$ cat config.mk
export PLATFORM = sky130hd
export DESIGN_NAME = correlator_cmd_encoder
export DESIGN_NICKNAME = d
export VERILOG_FILES = /design/src/rtl/correlator_cmd_encoder.sv
export SDC_FILE = /design/constraint.sdc
export NUM_CORES = 1
export LEC_CHECK = 0
export CORE_ASPECT_RATIO = 0.75
export CORE_MARGIN = 2
export CORE_UTILIZATION = 47
export DETAILED_ROUTE_END_ITERATION = 12
export PLACE_DENSITY_LB_ADDON = 0.12
export SYNTH_ARGS = -nofsm -noshare
export SYNTH_HDL_FRONTEND = slang
export SYNTH_SLANG_ARGS = --single-unit
$ cat constraint.sdc
create_clock -name clk -period 2.15 [get_ports clk]
set_clock_uncertainty 0.15 [all_clocks]
set_input_delay 0.645 -clock clk [delete_from_list [all_inputs] [get_ports clk]]
set_output_delay 0.645 -clock clk [all_outputs]
set_load 0.02 [all_outputs]
$ cat src/rtl/correlator_cmd_encoder.sv
// Host-side command encoder for the correlator UART control channel: streams one
// command frame per start. Define CMD_CHANGED_ONLY_EN to skip unchanged SET runs.
module correlator_cmd_encoder #(
    parameter logic [63:0] INIT_SAMPLE_TIME = 64'd100,
    parameter logic [31:0] INIT_ACTIVE_LINE = 32'd0
) (
    input  logic        clk,
    input  logic        reset_n,
    input  logic        start,
    input  logic [63:0] sample_time,
    input  logic [31:0] active_line,
    input  logic        transmit_enable,
    input  logic        sample_clock_enable,
    output logic [7:0]  tx_data,
    output logic        tx_valid,
    input  logic        tx_ready,
    output logic        busy,
    output logic        done,
    output logic [2:0]  dbg_state
);

    // Handshake: a byte transfers on a posedge where tx_valid && tx_ready; tx_data and
    // tx_valid are held while tx_valid && !tx_ready, and tx_valid stays high for the frame.

    localparam logic [3:0] OP_RESET           = 4'd0;
    localparam logic [3:0] OP_SET_SAMPLE_TIME = 4'd1;
    localparam logic [3:0] OP_SET_ACTIVE_LINE = 4'd2;
    localparam logic [3:0] OP_ENABLE_MODULES  = 4'd12;
    localparam logic [3:0] OP_COMMIT          = 4'd13;

`ifdef CMD_CHANGED_ONLY_EN
    localparam logic CHANGED_ONLY = 1'b1;
`else
    localparam logic CHANGED_ONLY = 1'b0;
`endif

    typedef enum logic [2:0] {
        S_IDLE   = 3'd0,
        S_ST_RST = 3'd1,
        S_ST_NIB = 3'd2,
        S_AL_RST = 3'd3,
        S_AL_NIB = 3'd4,
        S_ENABLE = 3'd5,
        S_COMMIT = 3'd6
    } state_t;

    state_t      state, state_n, tgt_state;
    logic [3:0]  cnt, cnt_n, tgt_cnt;
    logic [7:0]  tx_data_n, tgt_byte;
    logic        tx_valid_n, busy_n, done_n;
    logic        adv, capture, commit, accept;
    logic [63:0] cap_st, shadow_st, src_st;
    logic [31:0] cap_al, shadow_al, src_al;
    logic        cap_te, cap_sce, src_te, src_sce;
    logic        st_skip, al_skip;

    assign accept    = tx_valid & tx_ready;
    assign dbg_state = state;

    // In IDLE the first byte is built straight from the inputs being captured this edge.
    assign src_st  = (state == S_IDLE) ? sample_time         : cap_st;
    assign src_al  = (state == S_IDLE) ? active_line         : cap_al;
    assign src_te  = (state == S_IDLE) ? transmit_enable     : cap_te;
    assign src_sce = (state == S_IDLE) ? sample_clock_enable : cap_sce;
    assign st_skip = CHANGED_ONLY && (src_st == shadow_st);
    assign al_skip = CHANGED_ONLY && (src_al == shadow_al);

    always_comb begin
        state_n    = state;
        cnt_n      = cnt;
        tx_data_n  = tx_data;
        tx_valid_n = tx_valid;
        busy_n     = busy;
        done_n     = 1'b0;
        adv        = 1'b0;
        capture    = 1'b0;
        commit     = 1'b0;
        tgt_state  = state;
        tgt_cnt    = 4'd0;
        tgt_byte   = 8'h00;

        case (state)
            S_IDLE: begin
                adv       = start;
                capture   = start;
                tgt_state = st_skip ? (al_skip ? S_ENABLE : S_AL_RST) : S_ST_RST;
            end
            S_ST_RST: begin
                adv       = accept;
                tgt_state = S_ST_NIB;
            end
            S_ST_NIB: begin
                adv = accept;
                if (cnt == 4'd15) begin
                    tgt_state = al_skip ? S_ENABLE : S_AL_RST;
                end else begin
                    tgt_state = S_ST_NIB;
                    tgt_cnt   = cnt + 4'd1;
                end
            end
            S_AL_RST: begin
                adv       = accept;
                tgt_state = S_AL_NIB;
            end
            S_AL_NIB: begin
                adv = accept;
                if (cnt == 4'd7) begin
                    tgt_state = S_ENABLE;
                end else begin
                    tgt_state = S_AL_NIB;
                    tgt_cnt   = cnt + 4'd1;
                end
            end
            S_ENABLE: begin
                adv       = accept;
                tgt_state = S_COMMIT;
            end
            S_COMMIT: begin
                adv       = accept;
                commit    = accept;
                tgt_state = S_IDLE;
            end
            default: begin
                adv       = 1'b1;
                tgt_state = S_IDLE;
            end
        endcase

        case (tgt_state)
            S_ST_RST: tgt_byte = {OP_SET_SAMPLE_TIME, OP_RESET};
            S_ST_NIB: tgt_byte = {src_st[{tgt_cnt, 2'b00} +: 4], OP_SET_SAMPLE_TIME};
            S_AL_RST: tgt_byte = {OP_SET_ACTIVE_LINE, OP_RESET};
            S_AL_NIB: tgt_byte = {src_al[{tgt_cnt[2:0], 2'b00} +: 4], OP_SET_ACTIVE_LINE};
            S_ENABLE: tgt_byte = {2'b00, src_sce, src_te, OP_ENABLE_MODULES};
            S_COMMIT: tgt_byte = {4'h0, OP_COMMIT};
            default:  tgt_byte = 8'h00;
        endcase

        if (adv) begin
            state_n    = tgt_state;
            cnt_n      = tgt_cnt;
            tx_data_n  = tgt_byte;
            tx_valid_n = (tgt_state != S_IDLE);
            busy_n     = (tgt_state != S_IDLE);
            done_n     = commit;
        end
    end

    always_ff @(posedge clk or negedge reset_n) begin
        if (!reset_n) begin
            state     <= S_IDLE;
            cnt       <= 4'd0;
            tx_data   <= 8'h00;
            tx_valid  <= 1'b0;
            busy      <= 1'b0;
            done      <= 1'b0;
            cap_st    <= 64'd0;
            cap_al    <= 32'd0;
            cap_te    <= 1'b0;
            cap_sce   <= 1'b0;
            shadow_st <= INIT_SAMPLE_TIME;
            shadow_al <= INIT_ACTIVE_LINE;
        end else begin
            state    <= state_n;
            cnt      <= cnt_n;
            tx_data  <= tx_data_n;
            tx_valid <= tx_valid_n;
            busy     <= busy_n;
            done     <= done_n;
            if (capture) begin
                cap_st  <= sample_time;
                cap_al  <= active_line;
                cap_te  <= transmit_enable;
                cap_sce <= sample_clock_enable;
            end
            // Shadows track what the correlator holds once a frame is committed.
            if (commit) begin
                shadow_st <= cap_st;
                shadow_al <= cap_al;
            end
        end
    end

endmodule

### After elaboration in Yosys (flattened, before gate mapping)

Cells that the tools add are included.

* word-level logic and storage cells: 45
* register bits after elaboration: 115
* input port bits: 102
* output and inout bits: 14

* bitwise logic cells: 1
* shifts and indexed selects: 2
* equality and inequality tests: 14
* add/sub/neg operators: 1
* reduce and logical (&&, ||, !) cells: 3
* muxes and demuxes: 15

Operators with widths (count)
* 2-to-1 mux 64 bit: 1
* indexed part select 64 x 7 -> 4 bit: 1
* one-hot mux 8 bit (6 select lines): 1
* 2-to-1 mux 32 bit: 1
* indexed part select 32 x 6 -> 4 bit: 1
* == test 3 bit (second input constant): 6
* one-hot mux 3 bit (6 select lines): 1
* == test 3 x 2 -> 1 bit (second input constant): 4
* 2-to-1 mux 4 bit: 2
* one-hot mux 4 bit (2 select lines): 1
* 2-to-1 mux 1 bit: 7
* == test 3 x 1 -> 1 bit (second input constant): 2
* OR reduction 6 bit: 1
* adder 4 x 1 -> 4 bit (second input constant): 1
* == test 4 x 3 -> 1 bit (second input constant): 1
* == test 4 bit (second input constant): 1
* zero test 3 bit: 1
* nonzero test 3 bit: 1
* one-hot mux 1 bit (2 select lines): 1
* bitwise AND 1 bit: 1

### Longest topological paths before layout

* depth after elaboration: 5
* depth in mapped cells: 10
* depth with buffers taken out: 7

### Worst setup path before layout

No wires, ideal clock.

* path kind: register to register
* from: register cnt[1]
* to: register tx_data[6]
* library setup time: 0.104 ns
* cell stages (with the launch flop): 10
* path slack: -0.142 ns
* arrival: 2.038 ns
* clock period less this slack: 2.292 ns
* cells stage by stage: dfrtp_1 ha_1 buf_2 nor2b_1 clkbuf_1 a21oi_1 a221oi_1 nor2_1 o311a_1 o311ai_1

* cells in the longest elaborated chain, start to end: 5
* elaborated cells on any way between the ends: 18
* those cells by class: add/sub: 1; eq/ne: 8; shift: 2; mux: 7

RTL lines
* start: declaration: line 48 `logic [3:0] cnt, cnt_n, tgt_cnt;`
* start signal: assignment: line 165 `cnt <= cnt_n;`
* adder 4 x 1 -> 4 bit, or another cell as far along: line 98, 111
* 2-to-1 mux 4 bit, or another cell as far along: line 107 `if (cnt == 4'd7) begin`
* one-hot mux 4 bit (2 select lines) or one-hot mux 3 bit (6 select lines) (tied branches): line 82 `case (state)`
* indexed part select 64 x 7 -> 4 bit, or another cell as far along: line 131 `S_ST_NIB: tgt_byte = {src_st[{tgt_cnt, 2'b00} +: 4], OP_SET_SAMPLE_TIME};`
* one-hot mux 8 bit (6 select lines) *: line 129 `case (tgt_state)`
* end signal: assignment: line 166 `tx_data <= tx_data_n;`
* end: declaration: line 14 `output logic [7:0] tx_data,`

Mark *: on every way between the ends. The rest lies on a longest branch, timed or not.
A chain may end at the register's enable or synchronous reset.

### Worst setup path after layout

* from: register cnt[0]
* to: register tx_data[6]

The elaborated chain is that of the path after synthesis.

==> flow_metrics.tcl <==
set metrics [dict create \
    outcome "finished, violations left" \
    violations "negative setup slack" \
    synth-edff-count 0 \
    rsz0062_at_grt "true" \
    crit_fanout 4 \
    cts_max_path_buffers 2 \
    finalSetupTns_ns -1.676 \
    grt_overflow 0 \
    die_h_um 102.1 \
    antennaDiodeCount 0 \
    drt-total-wl_um 18500 \
    cp_slowest_cell "dfrtp_2" \
    grt_pass1_vias 5355 \
    r2r-end "tx_data[6]" \
    synthFlopType "dfrtp_1" \
    hold_start "tx_data[1]" \
    finalSetupViolCount 46 \
    initial_core_util_pct 48.63 \
    clk_latency_ns 0.41 \
    dr.pass1.iters 5 \
    cp.required_ns 2.31 \
    fin_area_um2 9022 \
    wl_per_cell_um 20.08 \
    end_kind "register" \
    cts_made_buffers 17 \
    die_w_um 134.8 \
    dp_hpwl_um 12460 \
    rr_worst_depth 9 \
    htreeDepth 4 \
    min_path_type "reg2reg" \
    finalMaxSlewViolations 0 \
    rr_startpoint "cnt[0]" \
    p_leak_nw 4.072 \
    worst_pin_slew_ns 0.4657 \
    timing.max_cap.violations 0 \
    track_usage_pct 26.86 \
    yosys_register_bits 114 \
    ys_types 57 \
    drt_iter0_drc 394 \
    dp_slack_ns -0.3962 \
    layout_setup_ws_ns -0.2653 \
    ios 116 \
    finalHoldViolations 0 \
    placed_cell_area_um2 7849 \
    utilization_pct 72.80 \
    slew_headroom_pct 68.68 \
    irDropWorstVdd_v 0.0005785 \
    portBuffers 115 \
    cts_sinks 114 \
    cp_data_arrival_time_ns 2.58 \
    power.density_nw_per_um2 604.8 \
    gp_congestion 0.9091 \
    drc 0 \
    nets 846 \
    cp-start-kind "register" \
    p_total_mw 5.456 \
    syn_area_per_cell_um2 10.80 \
    row_count 35 \
    cts_root_buffer "clkbuf_16" \
    clkTransAtPathRegs_ns 0.06 \
    dp.cells 869 \
    final_cells 921 \
    die_area_um2 13760 \
    syn2layout_area_growth_pct 49.70 \
    yosysSeqAreaShare_pct 47.33 \
    crit_chain "buf_6 > or2_4 > a211oi_4 > buf_12 > buf_12 > buf_6 > a211oi_2 > o311a_1 > o311ai_2" \
    drtAntennaViolNets 0 \
    yosysWarningCount 0 \
    hold_end "tx_data[1]" \
    viasPerCell 5.776 \
    period_share_pct 112.3 \
    synthCells 558 \
    antenna_found_initial 0 \
    hold_path_depth 2 \
    cts_tree "done" \
    crit_type "reg2reg" \
    r2r_setup_slack_ns -0.27 \
    grt_start_max_net_pins 57 \
    syn-num-nets 661 \
    period_needed_ns 2.415 \
    ys_async_sr_fraction_pct 100.0 \
    grt_pass1_wl_um 28080 \
    hold_ws_ns 0.3254 \
    slowest_delay_ns 0.44 \
    max_freq_mhz 414.0 \
    drive_gt1_share_pct 37.09 \
    syn_area_um2 6027 \
    num_vias 5320 \
    core_um2 12390 \
]
-- repair_timing --
| item | in CTS | in global routing |
|---|---|---|
| hold buffers | 1 | 0 |
| resized for setup | 43 | 56 |
| pin swaps | 10 | 14 |
| cloned | 0 | 2 |
| hold endpoints to repair | 19 | 0 |
| endpoints found under the setup margin | 78 | 100 |
| buffers inserted | 8 | 10 |
-- flip-flops by register name, summed over array words and instances (netlist names) --
name and count:
tx_data 7, cnt 4, done 1, cap_st 64, cap_sce 1, cap_al 32
dbg_state 3, cap_te 1, busy 1
-- kinds of logic after synthesis --
family / count (synthesis) / share of synthesized area (%)
buffers and inverters: 51 / 4.090
flip-flops: 114 / 47.33
adder cells (fa/ha/maj): 2 / 0.3737
multiplexers: 120 / 22.42
XOR/XNOR: 6 / 0.8719
AO/OA/AOI/OAI: 115 / 13.60
AND/OR/NAND/NOR: 150 / 11.31
-- routing by layer --
layer,vias to the layer above,GRT usage (%),part of all wire [%]
met5,-,0,0
met4,0,7.935,1.2
met3,23,6.647,7.2
met2,217,43.23,47
met1,2665,36.42,45
li1,2415,-,-
-- layout make-up --
class	count	area, um2
repair buffers	211	2098
multi-input cells	393	3201
clock buffers	21	480.5
well taps	166	207.7
flip-flops and latches	114	2858
inverters	6	22.52
fillers	849	3371
clock inverters	10	155.1
-- cells in the mapped netlist (all sizes together) (3+ instances only) --
| library cell | number | area share, % |
|---|---|---|
| dfrtp | 114 | 47 |
| mux2 | 100 | 19 |
| nand2 | 77 | 4.8 |
| buf | 28 | 2.7 |
| a21oi | 22 | 1.8 |
| nand3 | 20 | 1.7 |
| o21ai | 20 | 1.7 |
| mux2i | 18 | 3.0 |
| clkbuf | 17 | 1.1 |
| nor2 | 16 | 1.1 |
| a211oi | 11 | 1.6 |
| nor3 | 9 | 0.75 |
| o211ai | 7 | 0.87 |
| inv | 6 | 0.37 |
| nand2b | 6 | 0.62 |
| o221ai | 6 | 0.87 |
| a311oi | 5 | 0.73 |
| nor2b | 5 | 0.52 |
| or3 | 5 | 0.52 |
| a211o | 4 | 0.58 |
| and3 | 4 | 0.42 |
| o22ai | 4 | 0.42 |
| o31a | 4 | 0.58 |
| o31ai | 4 | 0.50 |
| xor2 | 4 | 0.58 |
| a31oi | 3 | 0.31 |
| and2 | 3 | 0.31 |
-- worst max-delay path: cells and delay by family, from the launching register on --
| family | cells | cell delay (ns) |
|---|---|---|
| AOI/OAI and AO/OA | 4 | 0.98 |
| buffers and inverters | 4 | 0.49 |
| DFF | 1 | 0.44 |
| and+or+nand+nor | 1 | 0.24 |
-- layout by cell type (no fill, tap or decap), types with 3 or more instances in the layout --
| master | synthesis | layout |
|---|---|---|
| nor3_1 | 9 | 6 |
| a211o_1 | 4 | 3 |
| a211oi_1 | 10 | 6 |
| o221ai_2 | 0 | 5 |
| a21oi_1 | 22 | 19 |
| clkbuf_8 | 0 | 4 |
| a211oi_2 | 0 | 4 |
| bufinv_16 | 0 | 4 |
| o21ai_0 | 20 | 18 |
| buf_6 | 2 | 8 |
| a311oi_1 | 5 | 5 |
| o31a_1 | 4 | 4 |
| dlygate4sd2_1 | 0 | 10 |
| mux2i_4 | 0 | 5 |
| buf_12 | 0 | 10 |
| nand3_1 | 20 | 20 |
| o211ai_1 | 7 | 7 |
| buf_4 | 4 | 72 |
| mux2i_2 | 0 | 4 |
| xor2_1 | 4 | 3 |
| mux2i_1 | 18 | 9 |
| o22ai_1 | 4 | 4 |
| nand2_1 | 77 | 77 |
| dfrtp_2 | 0 | 4 |
| clkdlybuf4s50_1 | 0 | 100 |
| a21oi_2 | 0 | 3 |
| dfrtp_1 | 114 | 110 |
| a31oi_1 | 3 | 3 |
| nor2_1 | 15 | 15 |
| nor2b_1 | 5 | 3 |
| and3_1 | 4 | 4 |
| clkinv_2 | 0 | 4 |
| inv_1 | 6 | 6 |
| nand2b_1 | 6 | 6 |
| clkbuf_16 | 0 | 19 |
| mux2_2 | 100 | 99 |
| or3_1 | 5 | 4 |
-- report_power, final --
group / leakage (nW) / internal, mW / total [mW] / switching, mW
clock network: 0.311 / 2.05 / 3.05 / 1.00
registers: 1.57 / 2.15 / 2.15 / 0
logic: 2.19 / 0.176 / 0.263 / 0.0873
-- how the worst max path moves through the flow --
| stage | startpoint | to | cells after the start |
|---|---|---|---|
| after floorplan | cnt[0] | tx_data[5] | 8 |
| after global placement | cnt[0] | tx_data[7] | 8 |
| final | cnt[0] | tx_data[6] | 9 |
| after global routing | cnt[0] | tx_data[6] | 9 |
| after detailed placement | cnt[0] | tx_data[6] | 7 |
| after CTS | cnt[0] | tx_data[4] | 9 |
Power figures use the tool's default switching activity.
